<file path="src/rtl/inst_fetch_queue_if.sv">
// Fetch-side bundle: instruction memory request/response, program size,
// consumer valid/ready handshake and redirect/end-of-program signalling.
interface inst_fetch_queue_if;
   logic        imem_req;
   logic [31:0] imem_addr;
   logic [31:0] imem_rdata;
   logic [31:0] prog_words;
   logic [31:0] inst;
   logic [31:0] inst_pc;
   logic        inst_valid;
   logic        inst_ready;
   logic        redirect;
   logic [31:0] redirect_pc;
   logic        end_exec;

   modport master (
      output imem_req, imem_addr, inst, inst_pc, inst_valid, end_exec,
      input  imem_rdata, prog_words, inst_ready, redirect, redirect_pc
   );

   modport slave (
      input  imem_req, imem_addr, inst, inst_pc, inst_valid, end_exec,
      output imem_rdata, prog_words, inst_ready, redirect, redirect_pc
   );
endinterface

</file>
<file path="src/rtl/inst_fetch_queue.sv">
// Fetch front end: owns the fetch PC, reads a 1-cycle-latency imem and queues
// {instruction, pc} pairs. Optional counters enabled by macro FETCH_STATS_EN.
module inst_fetch_queue #(
   parameter int unsigned DEPTH    = 4,
   parameter logic [31:0] RESET_PC = 32'd0
) (
   input  logic clk,
   input  logic reset,
   inst_fetch_queue_if.master bus
`ifdef FETCH_STATS_EN
   ,
   output logic [31:0] stat_fetched,
   output logic [31:0] stat_flushed
`endif
);
   localparam int unsigned AW = $clog2(DEPTH);
   localparam logic [AW:0] DEPTH_C = (AW+1)'(DEPTH);

   typedef enum logic [0:0] {FETCH = 1'b0, STOPPED = 1'b1} state_t;

   logic [31:0]   mem_inst_r [DEPTH];
   logic [31:0]   mem_pc_r   [DEPTH];
   logic [AW-1:0] wr_ptr_r, rd_ptr_r;
   logic [AW:0]   count_r, count_s;
   logic          inflight_r, inflight_s;
   logic [31:0]   fetch_pc_r, fetch_pc_s, req_pc_r;
   state_t        state_r, state_s;
   logic          end_exec_r;
   logic          in_range_s, has_room_s, issue_s, push_s, pop_s, valid_s;
   logic          unused_s;

   assign unused_s   = ^bus.redirect_pc[1:0];
   assign in_range_s = ({2'b00, fetch_pc_r[31:2]} < bus.prog_words);
   assign has_room_s = ((count_r + {{AW{1'b0}}, inflight_r}) < DEPTH_C);
   assign valid_s    = (count_r != {(AW+1){1'b0}});

   // State register
   always_ff @(posedge clk) begin
      if (reset) state_r <= FETCH;
      else       state_r <= state_s;
   end

   // Next-state: stop only when the program end is the sole reason not to issue
   always_comb begin
      state_s = state_r;
      case (state_r)
         FETCH: begin
            if (!bus.redirect && !in_range_s && has_room_s) state_s = STOPPED;
            else                                            state_s = FETCH;
         end
         STOPPED: begin
            if (bus.redirect) state_s = FETCH;
            else              state_s = STOPPED;
         end
         default: state_s = FETCH;
      endcase
   end

   // FSM outputs: issue decision
   always_comb begin
      issue_s = 1'b0;
      case (state_r)
         FETCH:   issue_s = !reset && !bus.redirect && in_range_s && has_room_s;
         STOPPED: issue_s = 1'b0;
         default: issue_s = 1'b0;
      endcase
   end

   // Queue bookkeeping; redirect flushes everything including a pending response
   always_comb begin
      push_s     = inflight_r && !bus.redirect;
      pop_s      = valid_s && bus.inst_ready && !bus.redirect;
      inflight_s = issue_s;
      if (bus.redirect) begin
         count_s    = {(AW+1){1'b0}};
         fetch_pc_s = {bus.redirect_pc[31:2], 2'b00};
      end else begin
         count_s    = count_r + {{AW{1'b0}}, push_s} - {{AW{1'b0}}, pop_s};
         fetch_pc_s = issue_s ? (fetch_pc_r + 32'd4) : fetch_pc_r;
      end
   end

   // Control registers
   always_ff @(posedge clk) begin
      if (reset) begin
         fetch_pc_r <= RESET_PC;
         req_pc_r   <= RESET_PC;
         count_r    <= {(AW+1){1'b0}};
         inflight_r <= 1'b0;
         wr_ptr_r   <= {AW{1'b0}};
         rd_ptr_r   <= {AW{1'b0}};
         end_exec_r <= 1'b0;
      end else begin
         fetch_pc_r <= fetch_pc_s;
         count_r    <= count_s;
         inflight_r <= inflight_s;
         end_exec_r <= (state_s == STOPPED) && (count_s == {(AW+1){1'b0}}) && !inflight_s;
         if (issue_s) req_pc_r <= fetch_pc_r;
         if (bus.redirect) begin
            wr_ptr_r <= {AW{1'b0}};
            rd_ptr_r <= {AW{1'b0}};
         end else begin
            if (push_s) wr_ptr_r <= wr_ptr_r + {{(AW-1){1'b0}}, 1'b1};
            if (pop_s)  rd_ptr_r <= rd_ptr_r + {{(AW-1){1'b0}}, 1'b1};
         end
      end
   end

   // FIFO storage
   always_ff @(posedge clk) begin
      if (push_s) begin
         mem_inst_r[wr_ptr_r] <= bus.imem_rdata;
         mem_pc_r[wr_ptr_r]   <= req_pc_r;
      end
   end

   assign bus.imem_req   = issue_s;
   assign bus.imem_addr  = fetch_pc_r;
   assign bus.inst_valid = valid_s;
   assign bus.inst       = valid_s ? mem_inst_r[rd_ptr_r] : 32'd0;
   assign bus.inst_pc    = valid_s ? mem_pc_r[rd_ptr_r]   : 32'd0;
   assign bus.end_exec   = end_exec_r;

`ifdef FETCH_STATS_EN
   function automatic logic [31:0] sat_add(input logic [31:0] a, input logic [31:0] b);
      logic [32:0] sum;
      sum = {1'b0, a} + {1'b0, b};
      if (sum[32]) sat_add = 32'hFFFF_FFFF;
      else         sat_add = sum[31:0];
   endfunction

   logic [31:0] stat_fetched_r, stat_flushed_r;

   // Saturating fetch/flush counters; a flush counts queued entries plus a dropped response
   always_ff @(posedge clk) begin
      if (reset) begin
         stat_fetched_r <= 32'd0;
         stat_flushed_r <= 32'd0;
      end else begin
         if (push_s) stat_fetched_r <= sat_add(stat_fetched_r, 32'd1);
         if (bus.redirect)
            stat_flushed_r <= sat_add(stat_flushed_r,
                                      {{(31-AW){1'b0}}, count_r} + {31'd0, inflight_r});
      end
   end

   assign stat_fetched = stat_fetched_r;
   assign stat_flushed = stat_flushed_r;
`endif
endmodule

</file>
<file path="src/flat_wrapper.sv">
// flat-port wrapper written by rule: the top's interface ports become plain ports
module inst_fetch_queue_flat 
#(
   parameter int unsigned DEPTH    = 4,
   parameter logic [31:0] RESET_PC = 32'd0
)
  (clk, reset, bus_imem_req, bus_imem_addr, bus_inst, bus_inst_pc, bus_inst_valid, bus_end_exec, bus_imem_rdata, bus_prog_words, bus_inst_ready, bus_redirect, bus_redirect_pc);
  inst_fetch_queue_if bus_i ();
  input  logic clk;
  input  logic reset;
  output wire logic [$bits(bus_i.imem_req)-1:0] bus_imem_req;
  output wire logic [$bits(bus_i.imem_addr)-1:0] bus_imem_addr;
  output wire logic [$bits(bus_i.inst)-1:0] bus_inst;
  output wire logic [$bits(bus_i.inst_pc)-1:0] bus_inst_pc;
  output wire logic [$bits(bus_i.inst_valid)-1:0] bus_inst_valid;
  output wire logic [$bits(bus_i.end_exec)-1:0] bus_end_exec;
  input wire logic [$bits(bus_i.imem_rdata)-1:0] bus_imem_rdata;
  input wire logic [$bits(bus_i.prog_words)-1:0] bus_prog_words;
  input wire logic [$bits(bus_i.inst_ready)-1:0] bus_inst_ready;
  input wire logic [$bits(bus_i.redirect)-1:0] bus_redirect;
  input wire logic [$bits(bus_i.redirect_pc)-1:0] bus_redirect_pc;
  assign bus_imem_req = bus_i.imem_req;
  assign bus_imem_addr = bus_i.imem_addr;
  assign bus_inst = bus_i.inst;
  assign bus_inst_pc = bus_i.inst_pc;
  assign bus_inst_valid = bus_i.inst_valid;
  assign bus_end_exec = bus_i.end_exec;
  assign bus_i.imem_rdata = bus_imem_rdata;
  assign bus_i.prog_words = bus_prog_words;
  assign bus_i.inst_ready = bus_inst_ready;
  assign bus_i.redirect = bus_redirect;
  assign bus_i.redirect_pc = bus_redirect_pc;
  inst_fetch_queue #(.DEPTH(DEPTH), .RESET_PC(RESET_PC)) u_core (.clk(clk), .reset(reset), .bus(bus_i));
endmodule
</file>
<file path="config.mk">
export PLATFORM = sky130hd
export DESIGN_NAME = inst_fetch_queue_flat
export DESIGN_NICKNAME = d
export VERILOG_FILES = /design/src/rtl/inst_fetch_queue_if.sv /design/src/rtl/inst_fetch_queue.sv /design/src/flat_wrapper.sv
export SDC_FILE = /design/constraint.sdc
export NUM_CORES = 1
export LEC_CHECK = 0
export CAP_MARGIN = 40
export CORE_ASPECT_RATIO = 0.7
export CORE_MARGIN = 10
export CORE_UTILIZATION = 54
export DETAILED_ROUTE_END_ITERATION = 6
export PLACE_DENSITY = 0.79
export SKIP_LAST_GASP = 1
export SYNTH_ARGS = -nofsm -noshare
export SYNTH_HDL_FRONTEND = slang
export SYNTH_SLANG_ARGS = --single-unit
</file>
<file path="constraint.sdc">
create_clock -name clk -period 3.2 [get_ports clk]
set_input_delay 0.64 -clock clk [delete_from_list [all_inputs] [get_ports clk]]
set_output_delay 0.64 -clock clk [all_outputs]
set_load 0.03 [all_outputs]
</file>
# [Word level (Yosys, flattened, before mapping)]
# Memories as Yosys holds them, arrays and structs flattened. A register that Yosys moved wholly into a read port is not among the register bits.
# Cells that the tools add are included.
[classes] addsub=6 order_cmp=2 n_mux=15 n_bitwise=1 n_reduce_logical=18
[op_table] op="$mux 32" n=4
[op_table] op="$add 32x3->32 const B" n=1
[op_table] op="$lt 30x32->1" n=1
[op_table] op="$logic_and 1x1->1" n=10
[op_table] op="$mux 2" n=4
[op_table] op="$add 3x1->3" n=2
[op_table] op="$add 2x1->2 const B" n=2
[op_table] op="$logic_not 1->1" n=4
[op_table] op="$mux 1" n=4
[op_table] op="$pmux 1 s2" n=2
[op_table] op="$logic_not 3->1" n=1
[op_table] op="$lt 3x3->1 const B" n=1
[op_table] op="$mux 3" n=1
[op_table] op="$reduce_bool 3->1" n=1
[op_table] op="$sub 3x1->3" n=1
[op_table] op="$reduce_bool 2->1" n=1
[op_table] op="$reduce_or 2->1" n=1
[op_table] op="$not 1->1" n=1
[word_totals] ff_bits=74 out_inout_bits=99 ram_bits=256 memories=2 inputBits=100 word_cells=53
[mem_list] memory="u_core.mem_inst_r" depth=4 width=32 read_ports=1 rd_clocked_by_memory_dff=1 wr=1 line_no="inst_fetch_queue.sv:21" source="logic [31:0] mem_inst_r [DEPTH];"
[mem_list] memory="u_core.mem_pc_r" depth=4 width=32 read_ports=1 rd_clocked_by_memory_dff=1 wr=1 line_no="inst_fetch_queue.sv:22" source="logic [31:0] mem_pc_r [DEPTH];"

# [Depth between registers and ports, before layout]
# Gate-level depths: netlist of the first run.
[depth] depth_word=8 depth_mapped=12 depth_no_buf=12

# [Worst setup path after synthesis of the first run]
# OpenSTA, ideal clock, no wires.
[synth_timing] kind="input to output" start="input bus_prog_words[25]" end="output bus_imem_req" arrival_ns=2.495 path_slack_ns=0.065 path_buffers=1 required_ns=2.560 cell_stages=8 path_cell_list="inv_1 ha_1 a21o_1 a21oi_1 o21ai_1 a221o_1 a2111oi_4 buf_2"
[synth_between] elab_chain_cells=4
[synth_lines] item="start: declaration" line_no="flat_wrapper.sv:18" source="input wire logic [$bits(bus_i.prog_words)-1:0] bus_prog_words;"
[synth_lines] item="$lt 30x32->1" line_no="inst_fetch_queue.sv:33" source="assign in_range_s = ({2'b00, fetch_pc_r[31:2]} < bus.prog_words);"
[synth_lines] item="$logic_and 1x1->1 (2 in a row)" line_no="inst_fetch_queue.sv:63" source="FETCH: issue_s = !reset && !bus.redirect && in_range_s && has_room_s;"
[synth_lines] item="$pmux 1 s2" line_no="inst_fetch_queue.sv:62" source="case (state_r)"
[synth_lines] item="end: declaration" line_no="flat_wrapper.sv:11" source="output wire logic [$bits(bus_i.imem_req)-1:0] bus_imem_req;"
# No other way between the ends.

# [Worst setup path in the final report of the first run]
[layout_timing] start="input bus_prog_words[26]" end="output bus_imem_req"
# Same word-level chain as after synthesis.

==> results of run 1 <==
==> placed cells by master, fill, tap and decap left out, types with 7 or more instances in the layout <==
cell type and instances:
ha_4 12, a211oi_1 21, nand3_1 12, a2111oi_2 7, nor2_1 69, inv_2 9, dlygate4sd2_1 34, xnor2_1 21
edfxtp_1 248, clkdlybuf4s50_1 126, buf_4 53, nand4_1 9, ha_1 22, mux4_2 62, clkbuf_16 30, inv_1 38
clkbuf_1 8, dfxtp_1 70, mux2i_1 31, buf_12 13, nor2b_1 65, a21oi_2 9, nand2_1 25, dlymetal6s2s_1 30
and3_1 8
==> layout make-up <==
cell class              count  area, um^2  area share, %
repair buffers            261        2650           15.0
inverters                  47         176          0.996
well taps                 325         407           2.30
clock inverters            13         156          0.883
flip-flops and latches    320        8900           50.2
multi-input cells         468        4580           25.9
clock buffers              43         850           4.80
==> worst paths after layout <==
path | end | slack, ps | start
worst max-delay path | bus_imem_req | -8 | bus_prog_words[26]
worst min-delay path | u_core.state_r$_SDFF_PP0_ | 500 | u_core.state_r$_SDFF_PP0_
worst max register to register | u_core.bus.imem_addr[13]$_SDFFE_PP0P_ | 320 | u_core.bus.imem_addr[31]$_SDFFE_PP0P_
worst min register to register | u_core.state_r$_SDFF_PP0_ | 500 | u_core.state_r$_SDFF_PP0_
==> layer usage <==
layer	up-vias	share of wire [%]
li1	3830	-
met1	4126	44
met2	276	47
met3	43	6.9
met4	0	1.8
met5	-	0
==> power by group <==
| part | leakage [nW] | internal [mW] | switching, mW | total (mW) |
|---|---|---|---|---|
| Combinational | 3.25 | 0.379 | 0.438 | 0.818 |
| Sequential | 2.85 | 4.53 | 0.0580 | 4.59 |
| Clock | 0.494 | 2.09 | 1.47 | 3.56 |
==> cells by family after synthesis <==
family | synth area share (%)
DFF | 65.3
and+or+nand+nor | 8.68
buffers and inverters | 3.03
muxes | 12.5
AOI/OAI and AO/OA | 5.54
adders and majority gates | 3.46
xor gates and xnor gates | 1.42
other | 0.0276
==> registers in the layout (all words and copies together), names as in the netlist, named ones only <==
name and cells:
u_core.bus.end_exec 1, u_core.bus.imem_addr 30, u_core.count_r 3, u_core.inflight_r 1, u_core.mem_inst_r 128, u_core.mem_pc_r 120, u_core.rd_ptr_r 2, u_core.req_pc_r 30
u_core.state_r 1, u_core.wr_ptr_r 2
==> metrics by stage <==
step / utilization (%) / setup TNS [ps] / hold slack [ps] / power, mW
detailed placement: 66.2 / -20100 / 476 / 5.46
global placement: 66.2 / -12500 / 464 / 5.44
finish: 71.6 / -7.53 / 499 / 8.97
floorplan: - / 0 / 455 / 5.07
global route: 71.6 / -87.6 / 510 / 9.26
CTS: 70.5 / -233 / 491 / 9.00
==> critical path, delay by kind of cell <==
family,cells,cell delay [ps]
AO/OA/AOI/OAI,4,880
buffers and inverters,3,710
adder cells (fa/ha/maj),1,330
==> timing repair <==
item                       CTS  global route
resized for setup           42            70
setup endpoints to repair   64            25
pin swaps                    6            20
setup buffers                4             2
==> impl_results.md, run 1 <==
* M3 GR Usage at 4.66%
* Width of the die at 210 um
* Initial antenna violation count at 0
* Residual DRC at 0
* CTS tree: done
* Post-route ant nets at 0
* Detailed Route Iter0 Violations at 632
* Hold Crit Class: reg -> reg
* Worst-Skew Late Latency at 550 ps
* Maximum clock path buffer count at 3
* Critical path arrival at 2570 ps
* CP Cell Sequence: clkdlybuf4s50_1 -> inv_1 -> ha_1 -> a21oi_2 -> o21ai_1 -> a221o_1 -> a2111oi_4 -> buf_6
* I/O Buffers at 192
* Distinct cells, synth at 58
* CP Class: in -> out
* Post-synth EDFFs at 248
* Failing checks: negative setup slack
* PwrDens at 506 mW/mm^2
* Count leader, synth: edfxtp_1
* Die Span Y at 153 um
* CTS H-tree lvls at 1
* Inserted Diodes at 0
* Synthesized area at 0.0136 mm^2
* Avg Cell Area, Syn at 15.4 um^2
* CTS Buf Count at 30
* Ys async rst share at 0%
* Final Setup Violations at 1
* I/O Pins at 199
* Met1 Use GR at 27.5%
* Post-synth top cells: 248 x edfxtp_1, 72 x dfxtp_1, 69 x nor2_1, 65 x nor2b_1, 62 x mux4_2
* Vias in the first global route at 8720
* Clock skew at 9.92 ps
* Startpoint types: input pin
* Slowest stage delay, CP at 460 ps
* Gate Count Post-Synth at 883
* Synth Register Bits at 320
* GRT Max-Usage Layer: met2
* Slew headroom at 47.3%
* Largest net degree at the start of global routing at 63
* Post-DP HPWL at 22200 um
* Total Die Area at 0.0321 mm^2
* Synthesis-to-finish area growth at 30.2%
* Placed standard-cell area at 0.0164 mm^2
* Root buffer cell: clkbuf_16
* Routed WL at 32500 um
* Worst-Margin Slew at 786 ps
* First-pass GRT wire length at 50600 um
* Slowest CP cell: clkdlybuf4s50_1
* Post-CTS Hold Fix Bufs at 0
* R2r worst-path depth at 11
* Hold depth at 1
* Outcome: finished, violations left
* Fmax at 312 MHz
* Worst setup EP type: output port
* Overflow left after global routing at 0
* RePlAce Congestion at 0.844
* TritonRoute pass-1 iters at 4
* Leak Pwr at 6.59 nW
* Drt via density at 5.60
* Initial Utilization at 55.0%
* Register area share after synthesis at 65.3%
* Crit path time final at 3210 ps
* Largest area contributor in the netlist: edfxtp_1
* Met2 Use GR at 31.2%
* Maxcap violations at 0
* Main synth FF type: edfxtp_1
* Worst EP required at 2560 ps
* Total number of vias at 8275
* # fillers at 1616
* Area contributors post-synth: edfxtp_1 55%, dfxtp_1 11%, mux4_2 10%, ha_1 3.3%, nor2b_1 3.0%
* DP Worst Slack at -660 ps
* Area share of the leading cell type in the synthesized netlist at 54.7%
* Final WS setup at -7.53 ps
* YS warnings at 0
* Core ar. at 0.0247 mm^2
* Final worst path period share at 100%
* Worst-path maximum fanout at 2
* Nets at 1265
* Final Slew Violations at 0
* Final Hold Vio Count at 0
* Maximum VDD drop at 0.354 mV
* Non-Filler Instances at 1477
* Clock-pin transition on the worst setup and hold timing paths at 70 ps
* Avg WL per Cell at 22.0 um
* Gr usage total at 19.7%
* Clock sinks at 320
* Layout Cell Area excl Fill at 0.0177 mm^2
* Layout cells sized above 1 at 21.4%
* RSZ-0062 raised after global routing: true
* Cell Rows at 48
* Placed cells at 1416
(Power assumes the default switching activity.)
==> inputs of run 2 (changes only) <==
--- a/config.mk
+++ b/config.mk
@@ -11,6 +11,8 @@
 export CORE_UTILIZATION = 54
 export DETAILED_ROUTE_END_ITERATION = 6
 export PLACE_DENSITY = 0.79
+export REMOVE_ABC_BUFFERS = 1
+export SKIP_CTS_REPAIR_TIMING = 1
 export SKIP_LAST_GASP = 1
 export SYNTH_ARGS = -nofsm -noshare
 export SYNTH_HDL_FRONTEND = slang
==> run 2 against run 1 <==
- the flow still finishes with violations (negative setup slack)
- core utilization grew 0.73 points
- hold slack better by 10 ps
- routed wire length increased by 5.4%
- design area grew 1.0%
- critical path type unchanged
- critical endpoint unchanged
- largest cell class unchanged
- highest routed layer unchanged
==> impl_results.md, run 2 (same netlist as run 1, synthesis figures left out) <==
* Outcome: finished, violations left
* Failing checks: negative setup slack
* Crit path time final at 3270 ps
* Switch share at 21.9%
* Clock skew at 29.9 ps
* Avg WL per Cell at 23.3 um
* Commonest non-fill, non-tap cell in the layout: edfxtp_1
* Placed standard-cell area at 0.0164 mm^2
* Nets at 1256
* CTS tree: done
* Maximum VDD drop at 0.584 mV
* Drt via density at 5.74
* Clock sinks at 320
* Leak Pwr at 7.08 nW
* Layout cells sized above 1 at 22.0%
* CP Cell Sequence: clkdlybuf4s50_1 -> inv_2 -> ha_4 -> a21oi_4 -> a21oi_2 -> a221o_2 -> a2111oi_4 -> buf_6
* Synthesis-to-finish area growth at 31.5%
* Residual DRC at 0
* Worst-path maximum fanout at 3
* Slowest stage delay, CP at 480 ps
* Die Span Y at 153 um
* Post-DP HPWL at 22400 um
* Finished Core Util at 72.3%
* Most flop-heavy register: u_core.mem_inst_r
* Final Setup Violations at 1
* Critical path arrival at 2630 ps
* Clock Power Share at 40.7%
* Total number of vias at 8426
* Total Die Area at 0.0321 mm^2
* Root buffer cell: clkbuf_16
* Final Slew Violations at 0
* Slew headroom at 52.2%
* CP Class: in -> out
* TritonRoute pass-1 iters at 5
* RePlAce Congestion at 0.845
* Worst setup EP type: output port
* Slowest CP cell: clkdlybuf4s50_1
* Largest regs: u_core.mem_inst_r x128, u_core.mem_pc_r x120
* CTS Buf Count at 30
* Routed WL at 34300 um
* Final WS setup at -68.3 ps
* Width of the die at 210 um
* RSZ-0062 raised after global routing: true
* Overflow left after global routing at 0
* Final worst path period share at 102%
* Worst EP required at 2560 ps
* Fmax at 306 MHz
* Initial Utilization at 55.0%
* Total chip power at 9.16 mW
* Detailed Route Iter0 Violations at 699
* CTS H-tree lvls at 1
* Commonest cells after routing, fill and taps aside: 248 x edfxtp_1, 121 x clkdlybuf4s50_1, 69 x nor2_1, 69 x dlymetal6s2s_1, 67 x dfxtp_1
* Cell Int Power at 7.15 mW
* Reg area at 0.00890 mm^2
* Inserted Diodes at 0
* Layout Cell Area excl Fill at 0.0179 mm^2
* Worst-Margin Slew at 717 ps
* Multi-input gate area at 0.00460 mm^2
* Core ar. at 0.0247 mm^2
* Hold Crit Class: reg -> reg
* Combinational power share at 9.1%
* Sequential power share at 50.2%
* PwrDens at 512 mW/mm^2
* First-pass GRT wire length at 51300 um
* Maximum clock path buffer count at 3
* Clock-pin transition on the worst setup and hold timing paths at 60 ps
* Net Sw Power at 2.01 mW
* Largest net degree at the start of global routing at 63
* # fillers at 1568
* Largest register FFs at 128
* Vias in the first global route at 8737
* I/O Pins at 199
* Gr usage total at 20.2%
* Maxcap violations at 0
* Startpoint types: input pin
* Final Hold Vio Count at 0
* Hold depth at 1
* I/O Buffers at 192
* R2r worst-path depth at 9
* Initial antenna violation count at 0
* Cell Rows at 48
* Post-route ant nets at 0
* Worst-Skew Late Latency at 560 ps
run 2: metal layers:
metal	track usage, %	part of all wire [%]
met1	28.0	42
met2	31.6	47
met3	5.19	8.5
met4	4.30	2.1
met5	0	0
run 2: path summary, 6_finish.rpt:
path	from	endpoint	slack, ps
max reg2reg	u_core.bus.imem_addr[25]$_SDFFE_PP0P_	u_core.req_pc_r[27]$_SDFFE_PP0P_	370
min	u_core.state_r$_SDFF_PP0_	u_core.state_r$_SDFF_PP0_	510
min reg2reg	u_core.state_r$_SDFF_PP0_	u_core.state_r$_SDFF_PP0_	510
max	bus_prog_words[23]	bus_imem_req	-70
run 2: worst max-delay path: cells and delay by family:
family                     cells  cell delay, ps
adders and majority gates      1             240
AOI/OAI and AO/OA              4            1010
buffers and inverters          3             730
run 2: power groups by stage:
| stage | clock network (mW) | logic, mW | registers, mW |
|---|---|---|---|
| floorplan | 0 | 0.309 | 4.73 |
| global placement | 0 | 0.767 | 4.68 |
| detailed placement | 0 | 0.784 | 4.68 |
| CTS | 3.79 | 0.789 | 4.59 |
| global route | 3.97 | 0.887 | 4.61 |
| finish | 3.73 | 0.831 | 4.60 |
run 2: stage by stage:
stage          setup slack, ps  hold slack, ps  std cells  TNS (ps)
4_1_cts                   -479             512       1467      -668
3_5_place_dp              -541             495       1411    -25060
6_report                 -68.3             509       1468     -68.3
3_3_place_gp              -392             475       1411    -18270
5_1_grt                   -121             525       1468      -122
2_1_floorplan            -3300             455        835   -212610
run 2: cell type report:
class                   count  area share [%]
repair buffers            252            15.3
multi-input cells         468            25.7
well taps                 325            2.27
flip-flops and latches    320            49.7
clock inverters            10           0.636
clock buffers              46            5.36
inverters                  47           0.986
==> inputs of run 3 (changes only) <==
--- a/config.mk
+++ b/config.mk
@@ -9,11 +9,13 @@
 export CORE_ASPECT_RATIO = 0.7
 export CORE_MARGIN = 10
 export CORE_UTILIZATION = 54
+export CTS_BUF_LIST = sky130_fd_sc_hd__clkbuf_4 sky130_fd_sc_hd__clkbuf_8 sky130_fd_sc_hd__clkbuf_16
 export DETAILED_ROUTE_END_ITERATION = 6
 export PLACE_DENSITY = 0.79
 export REMOVE_ABC_BUFFERS = 1
 export SKIP_CTS_REPAIR_TIMING = 1
 export SKIP_LAST_GASP = 1
+export SLEW_MARGIN = 20
 export SYNTH_ARGS = -nofsm -noshare
 export SYNTH_HDL_FRONTEND = slang
 export SYNTH_SLANG_ARGS = --single-unit
==> run 3 against run 2 <==
- the flow still finishes with violations (negative setup slack)
- highest routed layer unchanged
- design area rose by 0.11%
- sequential share of layout area fell by 0.052 points
- non-clock buffer count is the same
- total power increased by 0.57%
- die area is the same
- routed wire length down 0.72%
- count of clock-buffer cells in the layout unchanged
- first-iteration DRC count shrank 3.1%
- combinational power about the same
- register-to-register slack about the same
==> impl_results.md, run 3 (same netlist as run 1, synthesis figures left out) <==
* Final worst path period share at 102%
* Total chip power at 9.21 mW
* Layout cells sized above 1 at 22.4%
* Nets at 1256
* I/O Pins at 199
* Worst-Margin Slew at 725 ps
* Vias in the first global route at 8783
* Worst setup EP type: output port
* Inserted Diodes at 0
* Commonest cells after routing, fill and taps aside: 248 x edfxtp_1, 121 x clkdlybuf4s50_1, 69 x nor2_1, 69 x dlymetal6s2s_1, 67 x dfxtp_1
* CTS Buf Count at 30
* Maximum VDD drop at 0.590 mV
* CTS H-tree lvls at 1
* RSZ-0062 raised after global routing: true
* Core ar. at 0.0247 mm^2
* Worst-path maximum fanout at 2
* Final WS setup at -68.0 ps
* Overflow left after global routing at 0
* Die Span Y at 153 um
* Largest net degree at the start of global routing at 63
* Critical path arrival at 2630 ps
* Cell Rows at 48
* Startpoint types: input pin
* Fmax at 306 MHz
* Worst-Skew Late Latency at 560 ps
* DP Worst Slack at -541 ps
* Detailed Route Iter0 Violations at 677
* Clock sinks at 320
* First-pass GRT wire length at 51300 um
* Hold_sp: u_core.state_r$_SDFF_PP0_
* Final Slew Violations at 0
* Avg WL per Cell at 23.2 um
* Commonest non-fill, non-tap cell in the layout: edfxtp_1
* Slew headroom at 51.7%
* Post-route ant nets at 0
* Synthesis-to-finish area growth at 31.6%
* Total number of vias at 8471
* Hold Crit Class: reg -> reg
* Initial antenna violation count at 0
* Most flop-heavy register: u_core.mem_inst_r
* Largest register FFs at 128
* Slowest CP cell: clkdlybuf4s50_1
* Outcome: finished, violations left
* Largest regs: u_core.mem_inst_r x128, u_core.mem_pc_r x120
* Root buffer cell: clkbuf_16
* Crit path time final at 3270 ps
* Width of the die at 210 um
* Post-DP HPWL at 22400 um
* Gr usage total at 20.2%
* Failing checks: negative setup slack
* Total Die Area at 0.0321 mm^2
* Final Hold Vio Count at 0
* Worst reg2reg path startpoint: u_core.bus.imem_addr[25]$_SDFFE_PP0P_
* Clock skew at 29.9 ps
* Final Setup Violations at 1
* RePlAce Congestion at 0.845
* Worst EP required at 2560 ps
* Clock-pin transition on the worst setup and hold timing paths at 60 ps
* PwrDens at 514 mW/mm^2
* CTS tree: done
* Maximum clock path buffer count at 3
* TritonRoute pass-1 iters at 5
* CP startpoint: bus_prog_words[16]
* Routed WL at 34000 um
* Drt via density at 5.77
* CP Class: in -> out
* Residual DRC at 0
* Leak Pwr at 7.10 nW
* Slowest stage delay, CP at 470 ps
* I/O Buffers at 192
* Finished Core Util at 72.4%
* Initial Utilization at 55.0%
* CP Cell Sequence: clkdlybuf4s50_1 -> inv_1 -> ha_2 -> a21oi_2 -> o21a_2 -> o211a_1 -> o211ai_1 -> a2111oi_4 -> buf_6
* Maxcap violations at 0
-- run 3: cell counts in the layout (fill, tap and decap cells not counted) --
No cell type changed its count.
-- run 3: final timing paths --
| kind | slack (ps) | end | cells past startpoint |
|---|---|---|---|
| hold / removal | 510 | u_core.state_r$_SDFF_PP0_ | 1 |
| hold reg to reg | 510 | u_core.state_r$_SDFF_PP0_ | 1 |
| setup reg to reg | 380 | u_core.req_pc_r[28]$_SDFFE_PP0P_ | 9 |
| setup / recovery | -70 | bus_imem_req | 9 |
-- run 3: where the power goes --
part	total, mW	leakage (nW)	switching, mW	internal [mW]
clock	3.79	0.536	1.51	2.27
combinational	0.830	3.72	0.442	0.387
sequential	4.60	2.85	0.0657	4.53
-- run 3: final cells by class --
type                       instances  area [um^2]
clock inverter                    10          114
sequential                       320         8900
tap                              325          407
fill                            1570         6830
timing repair buffer             252         2740
multi-input combinational        468         4600
clock buffer                      46          978
inverter                          47          176
-- run 3: metrics by stage --
step	std cells	hold WS (ps)	setup TNS, ps	area [um^2]
after global routing	1468	525	-143	17900
after global placement	1411	475	-18270	16400
after floorplan	835	455	-212610	13400
after CTS	1467	512	-720	17500
final	1468	505	-68.0	17900
after detailed placement	1411	495	-25060	16400
-- run 3: worst max-delay path: cells and delay by family --
kind / cells / cell delay [ps]
compound gates: 5 / 1060
fa+ha+maj: 1 / 190
buf+inv: 3 / 720
-- run 3: per-layer routing --
layer / global-route usage [%] / share of wire [%]
met3: 5.42 / 8.5
met1: 27.8 / 42
met5: 0 / 0
met2: 31.5 / 47
met4: 4.37 / 2.0
